==> src/rtl/noc_client_pkg.sv <==
`default_nettype none
// ============================================================================
//  Module      : noc_client_pkg
//  Description : Shared constants for the NoC traffic client: traffic-pattern
//                encodings, payload field offsets and the LFSR tap mask.
//  Revision    : 1.0 - initial release
// ============================================================================
package noc_client_pkg;

    // Traffic pattern selectors
    localparam int PAT_UNIFORM   = 0;
    localparam int PAT_TRANSPOSE = 1;
    localparam int PAT_NEIGHBOUR = 2;

    // Payload layout: sequence number, injection timestamp, source coordinates
    localparam int SEQ_LSB = 0;
    localparam int TS_LSB  = 32;
    localparam int SRC_LSB = 64;

    // 16-bit Fibonacci LFSR, taps 16,14,13,11 (bit indices 15,13,12,10)
    localparam logic [15:0] LFSR_TAPS = 16'hB400;

    function automatic logic [15:0] lfsr_next(input logic [15:0] s);
        return {s[14:0], ^(s & LFSR_TAPS)};
    endfunction

endpackage
`default_nettype wire

==> src/rtl/token_bucket.sv <==
`default_nettype none
// ============================================================================
//  Module      : token_bucket
//  Description : Rate regulator. One token is added every RATE cycles, the
//                bucket holds at most SIGMA tokens and starts full after reset.
//                A consume removes one token; consume and refill in the same
//                cycle cancel out.
//  Ports       : clk, rst             - clock, synchronous active-high reset
//                i_consume            - take one token this cycle
//                o_token_available    - at least one token is held
//  Revision    : 1.0 - initial release
// ============================================================================
module token_bucket #(
    parameter int RATE  = 20,
    parameter int SIGMA = 3
) (
    input  logic clk,
    input  logic rst,
    input  logic i_consume,
    output logic o_token_available
);

    localparam int TIM_W = (RATE > 1) ? $clog2(RATE) : 1;
    localparam int TOK_W = $clog2(SIGMA + 1);

    logic [TIM_W-1:0] r_timer_q, w_timer_d;
    logic [TOK_W-1:0] r_tokens_q, w_tokens_d;
    logic             w_refill;

    assign w_refill = (r_timer_q == TIM_W'(RATE - 1));

    always_comb begin
        w_timer_d  = w_refill ? '0 : r_timer_q + TIM_W'(1);
        w_tokens_d = r_tokens_q;
        if (i_consume && (r_tokens_q != '0)) begin
            w_tokens_d = w_tokens_d - TOK_W'(1);
        end
        // refill is applied after consume so a full bucket stays full
        if (w_refill && (w_tokens_d != TOK_W'(SIGMA))) begin
            w_tokens_d = w_tokens_d + TOK_W'(1);
        end
    end

    always_ff @(posedge clk) begin
        if (rst) begin
            r_timer_q  <= '0;
            r_tokens_q <= TOK_W'(SIGMA);
        end else begin
            r_timer_q  <= w_timer_d;
            r_tokens_q <= w_tokens_d;
        end
    end

    assign o_token_available = (r_tokens_q != '0);

endmodule
`default_nettype wire

==> src/rtl/traffic_client.sv <==
`default_nettype none
// ============================================================================
//  Module      : traffic_client
//  Description : NoC endpoint traffic generator / sink. Injects N_PACKETS
//                rate-regulated packets, destination from PATTERN, VCs used
//                round-robin. Sinks every ejected packet, flags misroutes and
//                accumulates end-to-end latency.
//  Ports       : clk, rst                  - clock, sync active-high reset
//                i_ack                     - router took current injection
//                i_v/i_vc/i_x/i_y/i_data   - injection request (registered)
//                o_v/o_x/o_y/o_data        - ejection input, always accepted
//                done                      - all packets injected and acked
//                rx_count/lat_sum/err      - receive statistics
//  Revision    : 1.0 - initial release
// ============================================================================
module traffic_client
    import noc_client_pkg::*;
#(
    parameter int          X_W       = 2,
    parameter int          Y_W       = 2,
    parameter int          X         = 0,
    parameter int          Y         = 0,
    parameter int          VC_W      = 2,
    parameter int          D_W       = 256,
    parameter int          N_PACKETS = 128,
    parameter int          RATE      = 20,
    parameter int          SIGMA     = 3,
    parameter int          PATTERN   = 0,
    parameter logic [15:0] SEED      = 16'hACE1
) (
    input  logic            clk,
    input  logic            rst,
    input  logic            i_ack,
    output logic            i_v,
    output logic [VC_W-1:0] i_vc,
    output logic [X_W-1:0]  i_x,
    output logic [Y_W-1:0]  i_y,
    output logic [D_W-1:0]  i_data,
    input  logic            o_v,
    input  logic [X_W-1:0]  o_x,
    input  logic [Y_W-1:0]  o_y,
    input  logic [D_W-1:0]  o_data,
    output logic            done,
    output logic [31:0]     rx_count,
    output logic [47:0]     lat_sum,
    output logic            err
);

    localparam int             X_MAX   = 1 << X_W;
    localparam int             Y_MAX   = 1 << Y_W;
    localparam int             SRC_END = SRC_LSB + X_W + Y_W;
    localparam logic [X_W-1:0] C_SELF_X = X_W'(X % X_MAX);
    localparam logic [Y_W-1:0] C_SELF_Y = Y_W'(Y % Y_MAX);

    // ---------------- state ----------------
    logic            r_iv_q,       w_iv_d;
    logic [VC_W-1:0] r_vc_q,       w_vc_d;
    logic [X_W-1:0]  r_x_q,        w_x_d;
    logic [Y_W-1:0]  r_y_q,        w_y_d;
    logic [D_W-1:0]  r_data_q,     w_data_d;
    logic [VC_W-1:0] r_vc_ptr_q,   w_vc_ptr_d;
    logic [31:0]     r_tx_count_q, w_tx_count_d;
    logic [31:0]     r_cyc_q;
    logic [15:0]     r_lfsr_q,     w_lfsr_d;
    logic            r_done_q,     w_done_d;
    logic [31:0]     r_rx_count_q, w_rx_count_d;
    logic [47:0]     r_lat_sum_q,  w_lat_sum_d;
    logic            r_err_q,      w_err_d;

    logic            w_token_available;
    logic            w_consume;
    logic [X_W-1:0]  w_raw_x, w_dst_x;
    logic [Y_W-1:0]  w_raw_y;
    logic [D_W-1:0]  w_payload;
    logic [31:0]     w_latency;
    logic            w_src_is_self;
    logic            w_bad_dst;

    token_bucket #(
        .RATE  (RATE),
        .SIGMA (SIGMA)
    ) regulator (
        .clk               (clk),
        .rst               (rst),
        .i_consume         (w_consume),
        .o_token_available (w_token_available)
    );

    // i_v doubles as the "pending" flag: a request is outstanding until acked
    assign w_consume = w_token_available & (~r_iv_q | i_ack)
                     & (r_tx_count_q < 32'(N_PACKETS));

    // ---------------- destination selection ----------------
    always_comb begin
        w_raw_x = r_lfsr_q[X_W-1:0];
        w_raw_y = r_lfsr_q[X_W+Y_W-1:X_W];
        if (PATTERN == PAT_TRANSPOSE) begin
            w_raw_x = X_W'(Y % X_MAX);
            w_raw_y = Y_W'(X % Y_MAX);
        end else if (PATTERN == PAT_NEIGHBOUR) begin
            w_raw_x = X_W'((X + 1) % X_MAX);
            w_raw_y = C_SELF_Y;
        end
        // never address ourselves: step one column east (wraps)
        w_dst_x = w_raw_x;
        if ((w_raw_x == C_SELF_X) && (w_raw_y == C_SELF_Y)) begin
            w_dst_x = w_raw_x + X_W'(1);
        end
    end

    always_comb begin
        w_payload                     = '0;
        w_payload[SEQ_LSB +: 32]      = r_tx_count_q;
        w_payload[TS_LSB +: 32]       = r_cyc_q;
        w_payload[SRC_LSB +: X_W]     = C_SELF_X;
        w_payload[SRC_LSB+X_W +: Y_W] = C_SELF_Y;
    end

    // ---------------- receive-side decode ----------------
    assign w_latency     = r_cyc_q - o_data[TS_LSB +: 32];
    assign w_src_is_self = (o_data[SRC_LSB +: X_W] == C_SELF_X)
                         && (o_data[SRC_LSB+X_W +: Y_W] == C_SELF_Y);
    assign w_bad_dst     = (o_x != C_SELF_X) || (o_y != C_SELF_Y);

    // ---------------- next state ----------------
    always_comb begin
        w_iv_d       = r_iv_q;
        w_vc_d       = r_vc_q;
        w_x_d        = r_x_q;
        w_y_d        = r_y_q;
        w_data_d     = r_data_q;
        w_vc_ptr_d   = r_vc_ptr_q;
        w_tx_count_d = r_tx_count_q;
        w_lfsr_d     = r_lfsr_q;
        w_rx_count_d = r_rx_count_q;
        w_lat_sum_d  = r_lat_sum_q;
        w_err_d      = r_err_q;

        // the ack that completes the last packet arrives while tx_count
        // already equals N_PACKETS
        w_done_d = r_done_q | (N_PACKETS == 0)
                 | (r_iv_q & i_ack & (r_tx_count_q == 32'(N_PACKETS)));

        if (w_consume) begin
            w_iv_d       = 1'b1;
            w_vc_d       = r_vc_ptr_q;
            w_x_d        = w_dst_x;
            w_y_d        = w_raw_y;
            w_data_d     = w_payload;
            w_vc_ptr_d   = r_vc_ptr_q + VC_W'(1);
            w_tx_count_d = r_tx_count_q + 32'd1;
            w_lfsr_d     = lfsr_next(r_lfsr_q);
        end else if (r_iv_q && i_ack) begin
            w_iv_d = 1'b0;
        end

        if (o_v) begin
            if (r_rx_count_q != '1) begin
                w_rx_count_d = r_rx_count_q + 32'd1;
            end
            w_lat_sum_d = r_lat_sum_q + {16'd0, w_latency};
            if (w_bad_dst || w_src_is_self) begin
                w_err_d = 1'b1;
            end
        end
    end

    always_ff @(posedge clk) begin
        if (rst) begin
            r_iv_q       <= 1'b0;
            r_vc_q       <= '0;
            r_x_q        <= '0;
            r_y_q        <= '0;
            r_data_q     <= '0;
            r_vc_ptr_q   <= '0;
            r_tx_count_q <= '0;
            r_cyc_q      <= '0;
            r_lfsr_q     <= SEED;
            r_done_q     <= 1'b0;
            r_rx_count_q <= '0;
            r_lat_sum_q  <= '0;
            r_err_q      <= 1'b0;
        end else begin
            r_iv_q       <= w_iv_d;
            r_vc_q       <= w_vc_d;
            r_x_q        <= w_x_d;
            r_y_q        <= w_y_d;
            r_data_q     <= w_data_d;
            r_vc_ptr_q   <= w_vc_ptr_d;
            r_tx_count_q <= w_tx_count_d;
            r_cyc_q      <= r_cyc_q + 32'd1;
            r_lfsr_q     <= w_lfsr_d;
            r_done_q     <= w_done_d;
            r_rx_count_q <= w_rx_count_d;
            r_lat_sum_q  <= w_lat_sum_d;
            r_err_q      <= w_err_d;
        end
    end

    // sequence number and spare payload bits are not inspected on receive
    logic w_unused_seq;
    assign w_unused_seq = ^o_data[SEQ_LSB +: 32];

    generate
        if (D_W > SRC_END) begin : g_spare_bits
            logic w_unused_hi;
            assign w_unused_hi = ^o_data[D_W-1:SRC_END];
        end
    endgenerate

    assign i_v      = r_iv_q;
    assign i_vc     = r_vc_q;
    assign i_x      = r_x_q;
    assign i_y      = r_y_q;
    assign i_data   = r_data_q;
    assign done     = r_done_q;
    assign rx_count = r_rx_count_q;
    assign lat_sum  = r_lat_sum_q;
    assign err      = r_err_q;

endmodule
`default_nettype wire

==> config.mk <==
export PLATFORM = sky130hd
export DESIGN_NAME = traffic_client
export DESIGN_NICKNAME = d
export VERILOG_FILES = /design/src/rtl/noc_client_pkg.sv /design/src/rtl/token_bucket.sv /design/src/rtl/traffic_client.sv
export SDC_FILE = /design/constraint.sdc
export NUM_CORES = 1
export LEC_CHECK = 0
export ABC_AREA = 1
export BUFFER_PORTS_ARGS = -buffer_cell sky130_fd_sc_hd__buf_2
export CELL_PAD_IN_SITES_DETAIL_PLACEMENT = 0
export CELL_PAD_IN_SITES_GLOBAL_PLACEMENT = 2
export CORE_MARGIN = 2
export CORE_UTILIZATION = 25
export CTS_CLUSTER_DIAMETER = 40
export DETAILED_ROUTE_END_ITERATION = 16
export PLACE_DENSITY_LB_ADDON = 0.2
export SETUP_SLACK_MARGIN = 0.3
export SLEW_MARGIN = 20
export SYNTH_ARGS = -nofsm -noshare
export SYNTH_HDL_FRONTEND = slang
export SYNTH_SLANG_ARGS = --single-unit
==> constraint.sdc <==
create_clock -name clk -period 4.3 [get_ports clk]
set_input_delay 0.215 -clock clk [delete_from_list [all_inputs] [get_ports clk]]
set_output_delay 0.215 -clock clk [all_outputs]
set_load 0.005 [all_outputs]
==> PnR_summary.wiki, run 1 <==
{| class="wikitable"
! Metric !! Value
|-
| Outcome || complete, no violations
|-
| Filler Cell Count || ~6900
|-
| Routed Antenna Nets || 0
|-
| Count of maximum capacitance violations || 0
|-
| Count of flip-flops with a built-in enable after synthesis || 0
|-
| Fraction of the yosys area taken by sequential cells || between 30% and 40%
|-
| Data arrival, critical path || 4.20 ns
|-
| Final weighted congestion in routability-driven placement || 0.837
|-
| Share of layout cells above drive strength 1 || between 10% and 20%
|-
| Final core utilization || 31.0%
|-
| Initial core utilization || about 25%
|-
| Hold-critical path endpoint || err
|-
| Overflow left after global routing || 0
|-
| Die span in y || about 250 um
|-
| Transition time at the pin with the least slew margin || about 1.1 ns
|-
| Top achievable clock speed || between 0.2 and 0.3 GHz
|-
| Area growth syn-to-layout || 22.4%
|-
| Post-synthesis instance area || 15600 sq um
|-
| Core outline area || 61700 sq um
|-
| DRC violation count after routing || 0
|-
| Async set or reset register ratio after synthesis || 0%
|-
| Maximum fanout along the worst path || 4
|-
| Synth warn || 0
|-
| Initial antenna violation count || 8
|-
| Largest cells by area after synthesis || sky130_fd_sc_hd__dfxtp_1, sky130_fd_sc_hd__nand2_1, sky130_fd_sc_hd__buf_4, sky130_fd_sc_hd__nor2_1, sky130_fd_sc_hd__inv_1
|-
| Total routing usage reported by global routing || around 16%
|-
| Final nets || ~2900
|-
| Clock sink count || 240
|-
| Max transition margin || 28.6%
|-
| First-pass GRT wire length || 78700 um
|-
| Capturing point of the worst reg2reg path || lat_sum[34]
|-
| DR vias || about 15000
|-
| Type of the worst setup path || flip-flop to flip-flop
|-
| Worst min-delay path category || primary input to flip-flop
|-
| Number of flip-flops and latches in the synthesized netlist || 240
|-
| Crit. End Element || flip-flop
|-
| Hold path startpoint || rst
|-
| DR pass1 iterations || 5
|-
| Total leakage power || 9.36 nW
|-
| Worst reg-to-reg setup slack || between 0.5 and 0.6 ns
|-
| RSZ-0062 raised after global routing || no
|-
| Startpoint types || flip-flop
|-
| CTS tree || done
|-
| Master cell of the clock root buffer || sky130_fd_sc_hd__clkbuf_16
|-
| Clock H-tree levels || 2
|-
| Die Wd || 254 um
|-
| DP Wirelength || between 40000 and 50000 um
|-
| Minimum clock period after layout || 3.71 ns
|-
| Cts bufs inserted || 55
|-
| Number of global-route vias before repair || 13800
|-
| Post-route setup TNS || 0 ns
|-
| DRC violation total after the first TritonRoute iteration || approximately 640
|-
| Worst endpoint required time || 4.79 ns
|-
| Main flop type after synthesis || sky130_fd_sc_hd__dfxtp_1
|-
| Buffers on Ports || around 200
|-
| Total power divided by cell area || 457 nW/um^2
|-
| Reg2reg start || r_cyc_q[2]
|-
| Area used by sequential logic in the layout || around 4800 sq um
|-
| IO Count || slightly above 600
|-
| CTS clock-pin slew for the worst setup and hold paths || around 0.05 ns
|-
| Pin count of the biggest net entering global routing || 79
|-
| Clock latency on the worst-skew pair || roughly 0.6 ns
|-
| Area used by multi-input combinational logic || 8700 sq um
|-
| Worst Clk Skew || a little over 0.03 ns
|-
| Max Transition Viols Final || 0
|-
| Proportion of netlist area held by the largest area contributor || a little under a third
|-
| Via density per instance || approximately 4.2
|-
| Number of library cell types mapped by synthesis || 53
|-
| Final WL || about 52000 um
|-
| Die ar. || around 64000 sq um
|-
| Number of hold violations in the final report || 0
|-
| Hold Path Depth || 2
|-
| Period utilisation layout || a little under nine tenths
|-
| R2R depth || 17
|-
| Post-Syn Instances || ~2400
|-
| Wire length per cell || 15.1 um
|-
| Max Root-Sink Buffers || 3
|-
| Maximum resistive drop on vdd || a little over 300 uV
|-
| Number of failing setup endpoints in the final timing report || 0
|-
| Row Count || 91
|-
| Cell taking the most area after synthesis || sky130_fd_sc_hd__dfxtp_1
|-
| Mean post-synth cell area || ~6.6 sq um
|}
-- metrics by stage --
| step | std cells | hold WS, ns | power [mW] | setup slack, ns | instance area [sq um] |
|---|---|---|---|---|---|
| global route | 3457 | 0.123 | 9.23 | 0.279 | 19100 |
| finish | 3458 | 0.106 | 8.74 | 0.588 | 19100 |
| floorplan | 2546 | 0.403 | 3.59 | 1.02 | 16300 |
| detailed placement | 3347 | 0.420 | 3.97 | 0.276 | 16800 |
| CTS | 3456 | 0.104 | 8.89 | 0.294 | 19000 |
| global placement | 3347 | 0.413 | 3.96 | 0.301 | 16800 |
-- cells in the final DEF (no fill, tap or decap), types with 16 or more instances in the layout --
master,n
sky130_fd_sc_hd__a21oi_1,178
sky130_fd_sc_hd__ha_1,72
sky130_fd_sc_hd__nor3_1,42
sky130_fd_sc_hd__conb_1,192
sky130_fd_sc_hd__clkbuf_16,55
sky130_fd_sc_hd__nand2_1,467
sky130_fd_sc_hd__xor2_1,45
sky130_fd_sc_hd__buf_4,19
sky130_fd_sc_hd__buf_2,195
sky130_fd_sc_hd__nor2_1,328
sky130_fd_sc_hd__xnor2_1,16
sky130_fd_sc_hd__inv_1,320
sky130_fd_sc_hd__o21ai_0,130
sky130_fd_sc_hd__nand3_1,100
sky130_fd_sc_hd__nand4_1,35
sky130_fd_sc_hd__dfxtp_1,240
-- cell usage after synthesis, types with 36 or more instances --
cell                       instances
sky130_fd_sc_hd__xor2_1           45
sky130_fd_sc_hd__nand2_1         469
sky130_fd_sc_hd__buf_4           195
sky130_fd_sc_hd__dfxtp_1         240
sky130_fd_sc_hd__nand3_1         104
sky130_fd_sc_hd__nor3_1           42
sky130_fd_sc_hd__clkbuf_1         36
sky130_fd_sc_hd__ha_1             76
sky130_fd_sc_hd__a21oi_1         184
sky130_fd_sc_hd__nor2_1          331
sky130_fd_sc_hd__inv_1           321
sky130_fd_sc_hd__o21ai_0         131
-- layout make-up --
type | count | area share, %
Timing Repair Buffer | 219 | 6.12
Clock buffer | 68 | 7.77
Clock inverter | 36 | 3.46
Inverter | 328 | 6.46
Sequential cell | 240 | 25.1
Antenna cell | 1 | 0.0131
Tap cell | 837 | 5.48
Multi-Input combinational cell | 1729 | 45.5
-- kinds of logic (layout without fill, tap and decap cells) --
logic type | after synthesis | after routing | synth area share, %
adders and majority gates | 78 | 78 | 6.35
and+or+nand+nor | 1033 | 1033 | 28.2
buffers and inverters | 577 | 651 | 18.7
AOI/OAI and AO/OA | 363 | 363 | 12.4
xor gates and xnor gates | 63 | 63 | 3.54
DFF | 240 | 240 | 30.8
other | 1 | 193 | 0.0240
-- per-layer routing --
metal | vias up | track usage [%] | part of all wire (%)
met5 | - | 0 | 0.077
met4 | 6 | 4.37 | 2.1
met3 | 75 | 3.78 | 5.6
met2 | 327 | 24.7 | 43
met1 | 6574 | 21.6 | 49
li1 | 7570 | - | -
-- worst max-delay path: stages, from the launching register on --
cell and delay (ns):
sky130_fd_sc_hd__dfxtp_1 0.31, sky130_fd_sc_hd__ha_1 0.34, sky130_fd_sc_hd__nand2_1 0.07, sky130_fd_sc_hd__o21ai_1 0.26
sky130_fd_sc_hd__a21oi_1 0.19, sky130_fd_sc_hd__o21bai_1 0.29, sky130_fd_sc_hd__xor2_1 0.30, sky130_fd_sc_hd__ha_1 0.35
sky130_fd_sc_hd__a21oi_1 0.31, sky130_fd_sc_hd__nand2_1 0.17, sky130_fd_sc_hd__a21oi_1 0.14, sky130_fd_sc_hd__nand2_1 0.20
sky130_fd_sc_hd__nand2_1 0.14, sky130_fd_sc_hd__nand2_1 0.10, sky130_fd_sc_hd__nand2_1 0.08, sky130_fd_sc_hd__nand2_1 0.13
sky130_fd_sc_hd__a21oi_1 0.16, sky130_fd_sc_hd__nor2_1 0.06
-- report_power, final --
group	total (mW)	internal, mW	switching (mW)	leakage [nW]
registers	2.51	2.39	0.123	1.96
clock network	4.81	3.36	1.45	1.04
logic	1.41	0.469	0.943	6.36
total	8.74	6.22	2.52	9.36
-- worst max path at each step --
stage,from,endpoint,slack (ns),depth (start not counted)
floorplan,r_cyc_q[0],lat_sum[39],1.02,22
global placement,r_cyc_q[0],lat_sum[41],0.30,21
detailed placement,r_cyc_q[0],lat_sum[41],0.28,21
CTS,r_cyc_q[0],lat_sum[41],0.29,20
global route,r_cyc_q[0],lat_sum[44],0.28,22
finish,r_cyc_q[2],lat_sum[34],0.59,17
-- registers in the layout, summed over array words and instances, names as in the netlist, 5 cells and up --
register and count:
r_cyc_q 32, lat_sum 48, regulator.r_timer_q 5, r_tx_count_q 32
rx_count 32, r_lfsr_q 15, i_data 64
-- what timing repair did --
item / 4_1_cts / 5_1_grt
hold endpoints to repair: 2 / 0
endpoints found under the setup margin: 2 / 32
hold buffers: 5 / 0
buffers inserted: 0 / 1
resized for setup: 3 / 23
pin swaps: 0 / 3
No activity file was read; power rests on OpenSTA's default activity.
==> inputs of run 2 (changes only) <==
- PLACE_DENSITY: not set -> 0.81
- PLACE_DENSITY_LB_ADDON: 0.2 -> not set
- clock period: 4.3 -> 3.6 ns (I/O delays scaled with it)
==> run 2 against run 1 <==
Against the previous run:
- sequential power grew 20%
- power rose by 17%
- critical path depth up 5
- cell count increased by 4.9%
- global-route usage decreased by 0.53 points
- first-iteration DRC count rose by 16%
- clock-buffer cell count fell by 3
- die area is the same
- register-to-register slack got worse by 0.38 ns
- combinational power up 70%
- clock power is essentially flat
- via count is 5.6% higher
- critical path type unchanged
- highest routed layer unchanged
==> PnR_summary.wiki, run 2 (same netlist as run 1, synthesis figures left out) <==
{| class="wikitable"
! Metric !! Value
|-
| Via density per instance || 4.23 (+0.61%)
|-
| CTS tree || done
|-
| Minimum setup slack in the final design || 0.212 ns (-0.376 ns)
|-
| Worst endpoint required time || 4.07 ns (-0.72 ns)
|-
| First-pass GRT wire length || 77700 um (-1.3%)
|-
| Clock H-tree levels || 2 (unchanged)
|-
| R2R depth || 22 (+5)
|-
| Initial core utilization || 25.3% (unchanged)
|-
| Logic pwr share || 23.5% (+7.3 points)
|-
| Clock sink count || 240 (unchanged)
|-
| Minimum clock period after layout || 3.39 ns (-0.324 ns)
|-
| Reg2reg start || r_cyc_q[0]
|-
| DR pass1 iterations || 5 (unchanged)
|-
| Outcome || complete, no violations
|-
| Transition time at the pin with the least slew margin || 0.876 ns (-0.194 ns)
|-
| Crit. End Element || flip-flop
|-
| Buffers on Ports || 196 (unchanged)
|-
| Highest-count cells in the layout ignoring fill and taps || sky130_fd_sc_hd__nand2_1, sky130_fd_sc_hd__inv_1, sky130_fd_sc_hd__nor2_1
|-
| Cts bufs inserted || 51 (-7.3%)
|-
| Net switching power figure || 3.21 mW (+27%)
|-
| DR vias || 15400 (+5.6%)
|-
| Power Internal || 7.03 mW (+13%)
|-
| Wire length per cell || 14.2 um (-5.9%)
|-
| Maximum resistive drop on vdd || 374 uV (+22%)
|-
| Largest register FFs || 64 (unchanged)
|-
| Final nets || 3094 (+6.1%)
|-
| Type of the worst setup path || flip-flop to flip-flop
|-
| Period utilisation layout || 94.1% (+7.8 points)
|-
| Row Count || 91 (unchanged)
|-
| DRC violation total after the first TritonRoute iteration || 749 (+16%)
|-
| Worst Clk Skew || 0.0443 ns (+0.0141 ns)
|-
| Worst reg-to-reg setup slack || 0.21 ns (-0.38 ns)
|-
| Hold path startpoint || rst
|-
| Die Wd || 254 um (unchanged)
|-
| Total routing usage reported by global routing || 15.3% (-0.53 points)
|-
| Share of layout cells above drive strength 1 || 32.4% (+18 points)
|-
| Core outline area || 61700 sq um (unchanged)
|-
| Startpoint types || flip-flop
|-
| Die ar. || 64400 sq um (unchanged)
|-
| Pre-CTS setup slack || -0.155 ns (-0.431 ns)
|-
| Master cell of the clock root buffer || sky130_fd_sc_hd__clkbuf_16
|-
| Maximum fanout along the worst path || 4 (unchanged)
|-
| Number of global-route vias before repair || 14300 (+3.8%)
|-
| Initial antenna violation count || 6 (-2)
|-
| Final hold slack || 0.0778 ns (-0.0277 ns)
|-
| Number of failing setup endpoints in the final timing report || 0 (unchanged)
|-
| Pin count of the biggest net entering global routing || 72 (-8.9%)
|-
| Max transition margin || 41.5% (+13 points)
|-
| Post-layout total power || 10.2 mW (+17%)
|-
| Routed Antenna Nets || 0 (unchanged)
|-
| Max Root-Sink Buffers || 3 (unchanged)
|-
| Die span in y || 254 um (unchanged)
|-
| Worst min-delay path category || primary input to flip-flop
|-
| Count of maximum capacitance violations || 0 (unchanged)
|-
| Sw Ratio || 31.3% (+2.5 points)
|-
| Most common library cell in the layout ignoring fill and taps || sky130_fd_sc_hd__nand2_1
|-
| Final WL || 51600 um (-1.2%)
|-
| DRC violation count after routing || 0 (unchanged)
|-
| CTS clock-pin slew for the worst setup and hold paths || 0.05 ns (about the same)
|-
| Relative contribution of the clock network to total power || 47.0% (-8.1 points)
|-
| Total power divided by cell area || 460 nW/um^2 (+0.52%)
|-
| Final weighted congestion in routability-driven placement || 0.874 (+4.4%)
|-
| Number of hold violations in the final report || 0 (unchanged)
|-
| Capturing point of the worst reg2reg path || lat_sum[43]
|-
| Final core utilization || 36.1% (+5.1 points)
|-
| Hold Path Depth || 2 (unchanged)
|-
| DP Wirelength || 39700 um (-2.8%)
|-
| IO Count || 609 (unchanged)
|-
| Total leakage power || 10.5 nW (+12%)
|-
| Clock latency on the worst-skew pair || 0.61 ns (about the same)
|-
| Max Transition Viols Final || 0 (unchanged)
|-
| Hold-critical path endpoint || err
|-
| Top achievable clock speed || 0.295 GHz (+9.6%)
|-
| Data arrival, critical path || 3.85 ns (-0.35 ns)
|-
| RSZ-0062 raised after global routing || yes
|-
| Area growth syn-to-layout || 42.6%
|-
| Seq pwr share || 29.5% (+0.7 points)
|-
| Overflow left after global routing || 0 (unchanged)
|}
==> run 2: worst max path at each step <==
stage | to | startpoint | slack (ns)
floorplan | lat_sum[39] | r_cyc_q[0] | 0.32
global placement | lat_sum[29] | r_cyc_q[0] | -0.19
detailed placement | lat_sum[29] | r_cyc_q[0] | -0.15
CTS | lat_sum[46] | r_cyc_q[0] | 0.20
global route | lat_sum[45] | r_cyc_q[0] | -0.02
finish | lat_sum[43] | r_cyc_q[0] | 0.21
==> run 2: critical path: stages (launching register included) <==
cell and delay (ns):
sky130_fd_sc_hd__dfxtp_2 0.33, sky130_fd_sc_hd__inv_2 0.05, sky130_fd_sc_hd__ha_4 0.15, sky130_fd_sc_hd__fa_2 0.37, sky130_fd_sc_hd__o21ai_4 0.23, sky130_fd_sc_hd__a21oi_2 0.09
sky130_fd_sc_hd__o21ai_1 0.16, sky130_fd_sc_hd__buf_4 0.18, sky130_fd_sc_hd__a21oi_2 0.07, sky130_fd_sc_hd__xnor2_2 0.18, sky130_fd_sc_hd__ha_4 0.34, sky130_fd_sc_hd__nand2_4 0.08
sky130_fd_sc_hd__nor2_4 0.12, sky130_fd_sc_hd__inv_2 0.06, sky130_fd_sc_hd__nor3_4 0.21, sky130_fd_sc_hd__buf_6 0.14, sky130_fd_sc_hd__nand2_1 0.05, sky130_fd_sc_hd__nor2_1 0.08
sky130_fd_sc_hd__nand2_1 0.09, sky130_fd_sc_hd__nand3_2 0.10, sky130_fd_sc_hd__nand3_2 0.06, sky130_fd_sc_hd__nand2_1 0.08, sky130_fd_sc_hd__nor2_1 0.04
==> run 2: cell type report <==
| cell class | count | area (sq um) |
|---|---|---|
| fillers | 6611 | 39500 |
| clock inverters | 27 | 365 |
| multi-input cells | 1729 | 10700 |
| flip-flops and latches | 240 | 4810 |
| well taps | 837 | 1050 |
| diodes | 1 | 2.50 |
| inverters | 328 | 1240 |
| repair buffers | 402 | 2640 |
| clock buffers | 65 | 1440 |
==> run 2: power by group through the flow <==
stage | Sequential [mW] | Combinational, mW | Clock (mW)
3_3_place_gp | 3.04 | 1.83 | 0
5_1_grt | 3.04 | 2.67 | 5.06
4_1_cts | 3.01 | 2.01 | 4.93
3_5_place_dp | 3.05 | 1.84 | 0
2_1_floorplan | 3.02 | 1.26 | 0
6_report | 3.02 | 2.40 | 4.81
==> run 2: timing repair <==
| item | in CTS | in global routing |
|---|---|---|
| gates resized for setup | 178 | 358 |
| endpoints found under the setup margin | 38 | 39 |
| hold buffers | 4 | 0 |
| pin swaps | 59 | 111 |
| cloned | 0 | 0 |
| endpoints found under the hold margin | 2 | 0 |
| setup buffers | 11 | 19 |
==> run 2: through the flow <==
step / area [sq um] / setup TNS, ns / cells
floorplan: 16300 / 0 / 2546
global placement: 18000 / -1.56 / 3502
detailed placement: 18000 / -1.74 / 3502
CTS: 20600 / 0 / 3609
global route: 22300 / -0.0160 / 3628
finish: 22300 / 0 / 3629
==> run 2: metal layers <==
metal	up-vias	part of all wire [%]	global-route usage [%]
met1	6998	48	21.1
met3	75	5.5	3.52
met2	381	44	23.6
met4	8	2.3	4.61
met5	-	0.12	0
li1	7902	-	-
